File: config.mk
export PLATFORM = sky130hd
export DESIGN_NAME = vend_controller
export DESIGN_NICKNAME = d
export VERILOG_FILES = /design/src/rtl/vend_controller.sv
export SDC_FILE = /design/constraint.sdc
export NUM_CORES = 1
export LEC_CHECK = 0
export ABC_AREA = 1
export BUFFER_PORTS_ARGS = -buffer_cell sky130_fd_sc_hd__clkbuf_2
export CAP_MARGIN = 20
export CORE_AREA = 2 2 77 79
export CTS_CLUSTER_SIZE = 40
export DETAILED_ROUTE_END_ITERATION = 16
export DIE_AREA = 0 0 79 81
export GPL_ROUTABILITY_DRIVEN = 0
export PLACE_DENSITY = 0.68
export SYNTH_ARGS = -nofsm -noshare
export SYNTH_HDL_FRONTEND = slang
export SYNTH_SLANG_ARGS = --single-unit
File: constraint.sdc
create_clock -name clk -period 4.7 [get_ports clk]
set_clock_uncertainty 0.05 [all_clocks]
set_input_delay 1.175 -clock clk [delete_from_list [all_inputs] [get_ports clk]]
set_output_delay 1.175 -clock clk [all_outputs]
set_load 0.05 [all_outputs]
File: src/rtl/vend_controller.sv
// Vending controller: checks credit against the selected item's price, dispenses the item,
// pays change largest coin first, then pulses a clear to the coin counter.
module vend_controller #(
    parameter logic [9:0] PRICE0        = 10'd50,
    parameter logic [9:0] PRICE1        = 10'd65,
    parameter logic [9:0] PRICE2        = 10'd75,
    parameter logic [9:0] PRICE3        = 10'd100,
    parameter logic [9:0] QUARTER_VALUE = 10'd25,
    parameter logic [9:0] DIME_VALUE    = 10'd10,
    parameter logic [9:0] NICKEL_VALUE  = 10'd5
) (
    input  logic       clk,
    input  logic       rst,
    input  logic [9:0] moneyCount,
    input  logic [1:0] sel,
    input  logic       buy,
    input  logic       cancel,
    output logic       dispense,
    output logic [1:0] item,
    output logic       outQ,
    output logic       outD,
    output logic       outN,
    output logic       countClr,
    output logic       coinInhibit,
    output logic       lowFunds
);

    typedef enum logic [1:0] {IDLE, VEND, CHANGE, CLEAR} state_t;

    state_t     state_q, state_d;
    logic [9:0] rem_q, rem_d;
    logic [1:0] item_q, item_d;
    logic [9:0] price;
    logic       dispense_q, dispense_d;
    logic       quarter_q, quarter_d;
    logic       dime_q, dime_d;
    logic       nickel_q, nickel_d;
    logic       clr_q, clr_d;
    logic       inhibit_q, inhibit_d;
    logic       low_q, low_d;

    always_comb begin
        case (sel)
            2'd0:    price = PRICE0;
            2'd1:    price = PRICE1;
            2'd2:    price = PRICE2;
            default: price = PRICE3;
        endcase
    end

    always_comb begin
        state_d = state_q;
        rem_d   = rem_q;
        item_d  = item_q;
        low_d   = 1'b0;
        case (state_q)
            IDLE: begin
                if (cancel) begin
                    rem_d   = moneyCount;
                    state_d = (moneyCount >= NICKEL_VALUE) ? CHANGE : CLEAR;
                end else if (buy) begin
                    if (moneyCount >= price) begin
                        rem_d   = moneyCount - price;
                        item_d  = sel;
                        state_d = VEND;
                    end else begin
                        low_d = 1'b1;
                    end
                end
            end
            VEND: begin
                state_d = (rem_q >= NICKEL_VALUE) ? CHANGE : CLEAR;
            end
            CHANGE: begin
                // CHANGE is only entered with rem >= 5, so the nickel step cannot underflow.
                if (rem_q >= QUARTER_VALUE) begin
                    rem_d = rem_q - QUARTER_VALUE;
                end else if (rem_q >= DIME_VALUE) begin
                    rem_d = rem_q - DIME_VALUE;
                end else begin
                    rem_d = rem_q - NICKEL_VALUE;
                end
                state_d = (rem_d >= NICKEL_VALUE) ? CHANGE : CLEAR;
            end
            CLEAR: begin
                rem_d   = 10'd0;
                state_d = IDLE;
            end
            default: begin
                state_d = IDLE;
            end
        endcase
    end

    // Pulses are decoded from the next state so they appear registered in the cycle
    // the FSM actually occupies that state; the coin choice uses the value CHANGE will see.
    always_comb begin
        dispense_d = (state_d == VEND);
        quarter_d  = (state_d == CHANGE) && (rem_d >= QUARTER_VALUE);
        dime_d     = (state_d == CHANGE) && (rem_d < QUARTER_VALUE) && (rem_d >= DIME_VALUE);
        nickel_d   = (state_d == CHANGE) && (rem_d < DIME_VALUE);
        clr_d      = (state_d == CLEAR);
        inhibit_d  = (state_d != IDLE);
    end

    always_ff @(posedge clk or negedge rst) begin
        if (!rst) begin
            state_q    <= IDLE;
            rem_q      <= 10'd0;
            item_q     <= 2'd0;
            dispense_q <= 1'b0;
            quarter_q  <= 1'b0;
            dime_q     <= 1'b0;
            nickel_q   <= 1'b0;
            clr_q      <= 1'b0;
            inhibit_q  <= 1'b0;
            low_q      <= 1'b0;
        end else begin
            state_q    <= state_d;
            rem_q      <= rem_d;
            item_q     <= item_d;
            dispense_q <= dispense_d;
            quarter_q  <= quarter_d;
            dime_q     <= dime_d;
            nickel_q   <= nickel_d;
            clr_q      <= clr_d;
            inhibit_q  <= inhibit_d;
            low_q      <= low_d;
        end
    end

    assign dispense    = dispense_q;
    assign item        = item_q;
    assign outQ        = quarter_q;
    assign outD        = dime_q;
    assign outN        = nickel_q;
    assign countClr    = clr_q;
    assign coinInhibit = inhibit_q;
    assign lowFunds    = low_q;

endmodule

Word level (Yosys, flattened, before mapping)
Index checks and enable logic that the tools add are counted.

Add/sub/neg operators: 4. Order comparisons: 10. Equality and inequality tests: 8. Muxes and demuxes: 19. Bitwise gates (word level): 1. Reductions and logical operators: 8.

Operators with widths (count): $mux W10 (6); $ge A10 B3 Y1 const B (3); $pmux W10 S3 (1); $pmux W7 S3 (1); $ge A10 B4 Y1 const B (2); $ge A10 B5 Y1 const B (2); $eq A2 B2 Y1 const B (5); $ge A10 B10 Y1 (1); $lt A10 B4 Y1 const B (1); $lt A10 B5 Y1 const B (1); $sub A10 B10 Y10 (1); $sub A10 B3 Y10 const B (1); $sub A10 B4 Y10 const B (1); $sub A10 B5 Y10 const B (1); $pmux W2 S4 (1); $mux W1 (7); $eq A2 B1 Y1 const B (3); $mux W2 (3); $logic_and A1 B1 Y1 (4); $logic_not A2 Y1 (2); $reduce_and A4 Y1 (1); $reduce_bool A2 Y1 (1); $not A1 Y1 (1).

Flip-flop bits (word level): 21. Input port bits: 16. Logic and storage cells: 60.

Depth between registers and ports, before layout
Gate-level depths: netlist of the first run.

Depth after elaboration: 10. Gate-level depth with buffers: 22.

Least setup slack after synthesis of the first run
OpenSTA, ideal clock, no wires.

Path type: input -> register. Start point: input sel[0]. End point: register dime_q (netlist: outD). Arrival: 3463 ps. Slack: 1072 ps. Stages: 21. Cell sequence: inv_1 ha_1 ha_1 fa_1 inv_1 nand3_1 nand3_2 nand2_2 nand3_2 nand2_4 buf_6 a21oi_2 nand2_1 nand2_1 nand3_1 nand2_1 nand2_1 nor2_4 nand3_1 nand2_1 nor2_1.

Cells in the longest elaborated chain, start to end: 10. Elaborated cells between the ends (all ways): 19. Classes of those cells: 1 x add/sub; 3 x order compare; 3 x eq/ne; 9 x mux; 3 x reduce/logical.

Ends and longest elaborated chain: start, declared (line 15) `input logic [1:0] sel,`; $eq A2 B2 Y1, or another cell as far along (line 43) `case (sel)`; $pmux W7 S3 (*) (line 43); $sub A10 B10 Y10 / $ge A10 B10 Y1 (equally long branches) (line 63, 62); $mux W10 / $mux W2 (equally long branches) (line 62) `if (moneyCount >= price) begin`; $mux W10 / $mux W2 (equally long branches) (line 61) `end else if (buy) begin`; $mux W10 / $mux W2 (equally long branches) (line 58) `if (cancel) begin`; $pmux W10 S3 / $pmux W2 S4 (equally long branches) (line 56) `case (state_q)`; $lt A10 B5 Y1 / $eq A2 B2 Y1 (equally long branches) (line 100) `dime_d = (state_d == CHANGE) && (rem_d < QUARTER_VALUE) && (rem_d >= DIME_VALUE);`; $logic_and A1 B1 Y1 (line 100); $logic_and A1 B1 Y1 (*) (line 100); named net dime_d (line 36) `logic dime_q, dime_d;`; end signal, assigned (line 124) `dime_q <= dime_d;`; end, declared (line 36).

The timed path passes the listed nets; every way through them passes the cells marked *. A chain may end at the register's enable or synchronous reset.

Worst setup path after layout of the first run
Same ends and word-level chain as after synthesis.

==> out/metrics.csv, run 1 <==
metric,value,unit
run status,"finished, final reports clean",
Final setup viols,0,
synthesized cell area,2728,sq um
Area Overhead vs Synth,6.881,%
Synth Warn #,0,
TritonRoute pass-1 iters,5,
Syn Nets,495,
via count,2818,
Finished Cell Area,2915,sq um
power per cell area,670.8,nW/um^2
Hold Path Class,reg -> reg,
# fillers,612,
category of the most critical setup path,in -> reg,
Slew @ Worst Pin,572.1,ps
CP max FO,14,
logic gate share of total power,73.5,%
"Cell Area, Placed",2869,sq um
clock sink count,21,
Post-CTS Setup Repair Bufs,0,
most instantiated cells after synthesis,"nand2_1, inv_1, nor2_1",
Synth area leader,nand2_1,
Die H,81,um
"FFs w/ async S/R, synth",100.0,%
"EDFF count, synth",0,
"Period Utilization, post-route",79.34,%
first-pass GRT wire length,11450,um
Initial Util,48.06,%
final HPWL from detailed placement,5628,um
hold_sp,item[1],
Critical R2R Launch,rem_q[0],
Min-Delay Endpoint,item[1],
Avg WL per Cell,12.59,um
CTS max path bufs,2,
maximum vdd drop,0.3625,mV
vias in the first global route,2520,
"count leader, synth",nand2_1,
via-per-instance ratio,5.124,
#FFs+latches synth,21,
Crit Reg-Reg Endpoint,outD,
nature of the critical path startpoint,input port,
Die Area,6399,sq um
Antenna Cells,0,
"Data required, critical path",4850,ps
max_cap viols,0,
sequential area share after synthesis,19.27,%
initial antenna violation count,0,
relative slew slack,61.86,%
H-Tree Depth,1,
Reg2Reg Setup Slack,2110,ps
Max Slew Vio Count,0,
DR DRC count,0,
chip width,79,um
Resized cells post-CTS,0,
Area contributors post-synth,"nand2_1, dfrtp_1, ha_1, nand3_1, inv_1",
Mean Syn Cell Area,5.955,sq um
cell count of the worst hold path,2,
most used flip-flop cell after synthesis,dfrtp_1,
placeable core area,5675,sq um
Row Count,28,
Sw Pwr,1.160,mW
Skew-Pair Late Insertion Delay,260,ps
Final ANT Viol Nets,0,
Syn Inst Count,458,
r2r worst-path depth,18,
setup TNS,0,ps
final WL,6924,um
Final #Nets,513,
CTS Buf Count,3,
Final min period,3729,ps
IO Pins,25,
share of post-route cells with drive strength above 1,13.47,%
# port buffers,24,
"Hold-fix buffers, CTS",0,
Netlist cell types,36,
all-layer global routing usage,22.39,%
Final Hold Viols,0,
Leak,1.643,nW
RSZ-0062 raised after global routing,no,
global route overflow,0,
CTS root buf,clkbuf_8,
Worst-path clk slew,80,ps
CTS tree,yes,
CP endpoint kind,flop,
clock group share of total power,6.1,%
initial DRC count,177,
critical path arrival,3880,ps
f_max,0.2682,GHz
largest net degree at the start of global routing,22,
top cell type's share of synthesized area,19.54,%
Switching Share,59.30,%
sequential share of power,20.4,%
P_int,795.9,uW
layer usage:
| layer | up-vias | routed length [um] | track usage [%] |
|---|---|---|---|
| li1 | 1465 | - | - |
| met4 | 0 | 222 | 9.483 |
| met5 | - | 0 | 0 |
| met1 | 1250 | 3016 | 28.71 |
| met3 | 16 | 370 | 2.667 |
| met2 | 87 | 3315 | 38.22 |
layout by cell type (no fill, tap or decap), types with 4 or more instances in the layout:
| cell type | netlist | final |
|---|---|---|
| nand3_1 | 50 | 50 |
| dfrtp_1 | 21 | 21 |
| nand4_1 | 7 | 7 |
| nand2_2 | 7 | 7 |
| inv_2 | 6 | 6 |
| o21ai_0 | 10 | 10 |
| a21oi_2 | 6 | 6 |
| a21oi_1 | 17 | 17 |
| nand2_1 | 142 | 142 |
| nor2_2 | 4 | 4 |
| nor2_1 | 51 | 51 |
| inv_1 | 66 | 66 |
| clkbuf_2 | 0 | 24 |
| xor2_1 | 8 | 8 |
| ha_1 | 20 | 20 |
| nand3_2 | 5 | 5 |
worst max-delay path, stage by stage:
cell	delay (ps)
clkbuf_2	100
inv_1	90
ha_1	330
ha_1	230
fa_1	420
inv_1	90
nand3_1	80
nand3_2	100
nand2_2	60
nand3_2	150
nand2_4	140
inv_1	170
nand3_1	100
nand2_1	80
nand2_1	50
nand3_1	60
nand2_1	80
nand2_1	100
nor2_4	50
nand3_1	80
nand2_1	50
nor2_1	70
per-stage QoR:
stage               cells  util, %  power, mW  hold WS (ps)  setup slack [ps]
floorplan             458        -      1.540         552.8              1072
global placement      546    50.55      1.809         422.4             781.8
detailed placement    546    50.55      1.815         428.4             704.8
CTS                   550    51.37      1.946         451.0             980.0
global route          550    51.37      2.172         493.1             708.5
finish                550    51.37      1.956         442.6             970.9
power by group through the flow:
stage	logic, mW	clock network (mW)	registers, mW
after global routing	1.63	0.131	0.412
after floorplan	1.11	0	0.425
final	1.44	0.119	0.399
after detailed placement	1.42	0	0.399
after global placement	1.41	0	0.401
after CTS	1.43	0.125	0.396
layout make-up:
class / count / area (sq um) / share of cell area (%)
clock buffer: 3 / 41.29 / 1.416
timing repair buffer: 24 / 120.1 / 4.120
inverter: 76 / 292.8 / 10.04
multi-input combinational: 350 / 1837 / 63.00
tap: 75 / 93.84 / 3.219
sequential: 21 / 525.5 / 18.03
clock inverter: 1 / 5.005 / 0.1717
how the worst max path moves through the flow:
| stage | start | endpoint | slack (ps) | cells after the start |
|---|---|---|---|---|
| 2_1_floorplan | sel[0] | outD | 1070 | 21 |
| 3_3_place_gp | sel[0] | outD | 780 | 22 |
| 3_5_place_dp | sel[0] | outD | 700 | 22 |
| 4_1_cts | sel[0] | outD | 980 | 22 |
| 5_1_grt | sel[0] | outQ | 710 | 21 |
| 6_report | sel[0] | outD | 970 | 22 |
sequential cells by signal (all words and copies together) (netlist names):
signal / flops
rem_q: 10
item: 2
state_q: 2
coinInhibit: 1
countClr: 1
dispense: 1
lowFunds: 1
outD: 1
outN: 1
outQ: 1
logic make-up after synthesis:
family / Yosys count / share of synthesized area, %
compound gates: 41 / 8.761
xor+xnor: 9 / 2.890
fa+ha+maj: 21 / 9.908
buf+inv: 87 / 13.39
flops: 21 / 19.27
simple gates: 279 / 45.78
No activity file was read; power rests on OpenSTA's default activity.
==> inputs of run 2 (changes only) <==
==> constraint.sdc (replaced) <==
create_clock -name clk -period 3.8 [get_ports clk]
set_clock_uncertainty 0.05 [all_clocks]
set_input_delay 0.95 -clock clk [delete_from_list [all_inputs] [get_ports clk]]
set_output_delay 0.95 -clock clk [all_outputs]
set_load 0.05 [all_outputs]
==> run 2 against run 1 <==
Final area up 0.30%. Non-clock buffer count up 1. Cell count up 0.18%. Critical path depth down 1. Sequential power up 24%. Hold slack better by 10 ps. Sequential cell count unchanged. Register-to-register slack worse by 910 ps. Via count down 0.85%. Critical path type unchanged.
==> out/metrics.csv, run 2 (synthesis results as in run 1) <==
metric,value,unit
"most common cell after layout, fill and taps aside",nand2_1,
global route overflow,0,
relative slew slack,62.32,%
CP max FO,14,
Final setup viols,0,
Leak,1.644,nW
initial antenna violation count,0,
Slew @ Worst Pin,565.2,ps
Die H,81,um
H-Tree Depth,1,
slowest CP cell,fa_1,
maximum vdd drop,0.4054,mV
"commonest non-fill, non-tap cells in the layout","nand2_1, inv_1, nor2_1",
RSZ-0062 raised after global routing,no,
CP endpoint kind,flop,
all-layer global routing usage,23.21,%
largest net degree at the start of global routing,22,
first-pass GRT wire length,11850,um
Largest register FFs,10,
"Period Utilization, post-route",90.85,%
via-per-instance ratio,5.071,
placed cells,547,
clock sink count,21,
f_max,0.2897,GHz
"CP delay by family, top",simple AND/OR/NAND/NOR gates,
Hold Slack,453.1,ps
final HPWL from detailed placement,5788,um
logic gate share of total power,73.4,%
nature of the critical path startpoint,input port,
Final ANT Viol Nets,0,
P_int,988.2,uW
Finished Layout Cells,551,
vias in the first global route,2624,
hold_sp,item[0],
chip width,79,um
"most used cell, CP",nand2_1,
placeable core area,5675,sq um
Final Hold Viols,0,
"Data required, critical path",3910,ps
CTS max path bufs,2,
sequential share of power,20.4,%
Skew-Pair Late Insertion Delay,260,ps
Row Count,28,
max_cap viols,0,
worst path bufs/invs,3,
Post-CTS Setup Repair Bufs,0,
clock group share of total power,6.2,%
crit-path cells,"clkbuf_2, inv_1, ha_1, ha_1, fa_1, inv_1, nand3_1, nand3_2, nand2_2, nand3_2, nand2_4, a21oi_2, nand2_1, nand2_1, nand3_1, nand2_1, nand2_1, nor2_4, nand3_1, nand2_1, nor2_1",
run status,"finished, final reports clean",
Final min period,3452,ps
Initial Util,48.06,%
CTS root buf,clkbuf_8,
TritonRoute pass-1 iters,4,
Avg WL per Cell,12.75,um
Die Area,6399,sq um
share of post-route cells with drive strength above 1,13.87,%
Area Overhead vs Synth,7.202,%
IO Pins,25,
Sw Pwr,1.439,mW
power per cell area,830.2,nW/um^2
via count,2794,
Switching Share,59.29,%
CTS tree,yes,
worst setup path start,sel[0],
Util after Layout,51.52,%
# port buffers,24,
final WL,7024,um
initial DRC count,161,
Critical R2R Launch,rem_q[0],
setup TNS,0,ps
DR DRC count,0,
"Largest stage delay, worst path",410,ps
CTS Buf Count,3,
critical path arrival,3560,ps
Max Slew Vio Count,0,
Hold Path Class,reg -> reg,
category of the most critical setup path,in -> reg,
Final #Nets,514,
largest reg by FF count,rem_q,
Reg2Reg Setup Slack,1200,ps
Antenna Cells,0,
Worst-path clk slew,80,ps
[run 2: power groups by stage]
stage	Combinational, mW	Clock (mW)	Sequential [mW]
finish	1.78	0.149	0.496
global route	2.03	0.162	0.511
CTS	1.77	0.156	0.494
detailed placement	1.76	0	0.499
global placement	1.74	0	0.497
floorplan	1.38	0	0.526
[run 2: through the flow]
| step | power [mW] | setup slack (ps) | area [sq um] |
|---|---|---|---|
| floorplan | 1.905 | 396.7 | 2728 |
| global placement | 2.241 | 160.9 | 2877 |
| detailed placement | 2.259 | 62.05 | 2877 |
| CTS | 2.421 | 331.1 | 2922 |
| global route | 2.708 | 24.82 | 2924 |
| finish | 2.427 | 347.8 | 2924 |
[run 2: tightest hold or removal path, delay by kind of cell (launching register included)]
family           cells  cell delay, ps
AO/OA/AOI/OAI        1              60
flip-flops           1             360
AND/OR/NAND/NOR      1              50
[run 2: what timing repair did]
action / in CTS / in global routing
hold buffers: 0 / 0
resized for setup: 0 / 2
hold endpoints to repair: 0 / 0
endpoints found under the setup margin: 0 / 1
[run 2: layer usage]
metal / GRT usage (%) / wire, um
met1: 29.03 / 3204
met2: 43.14 / 3489
met3: 1.889 / 242
met4: 5.862 / 87
met5: 0 / 0
[run 2: area by class of cell]
cell class                      count  area (sq um)
Sequential cell                    21         525.5
Inverter                           76         292.8
Multi-Input combinational cell    350          1839
Timing Repair Buffer               25         127.6
Clock buffer                        4         45.04
Fill cell                         608          2751
Tap cell                           75         93.84
[run 2: worst paths after layout]
path,to,cells after the start
setup / recovery,outD,21
hold / removal,item[0],2
setup reg to reg,outD,17
hold reg to reg,item[0],2
max in group asynchronous,rem_q[8],1
min in group asynchronous,countClr,1
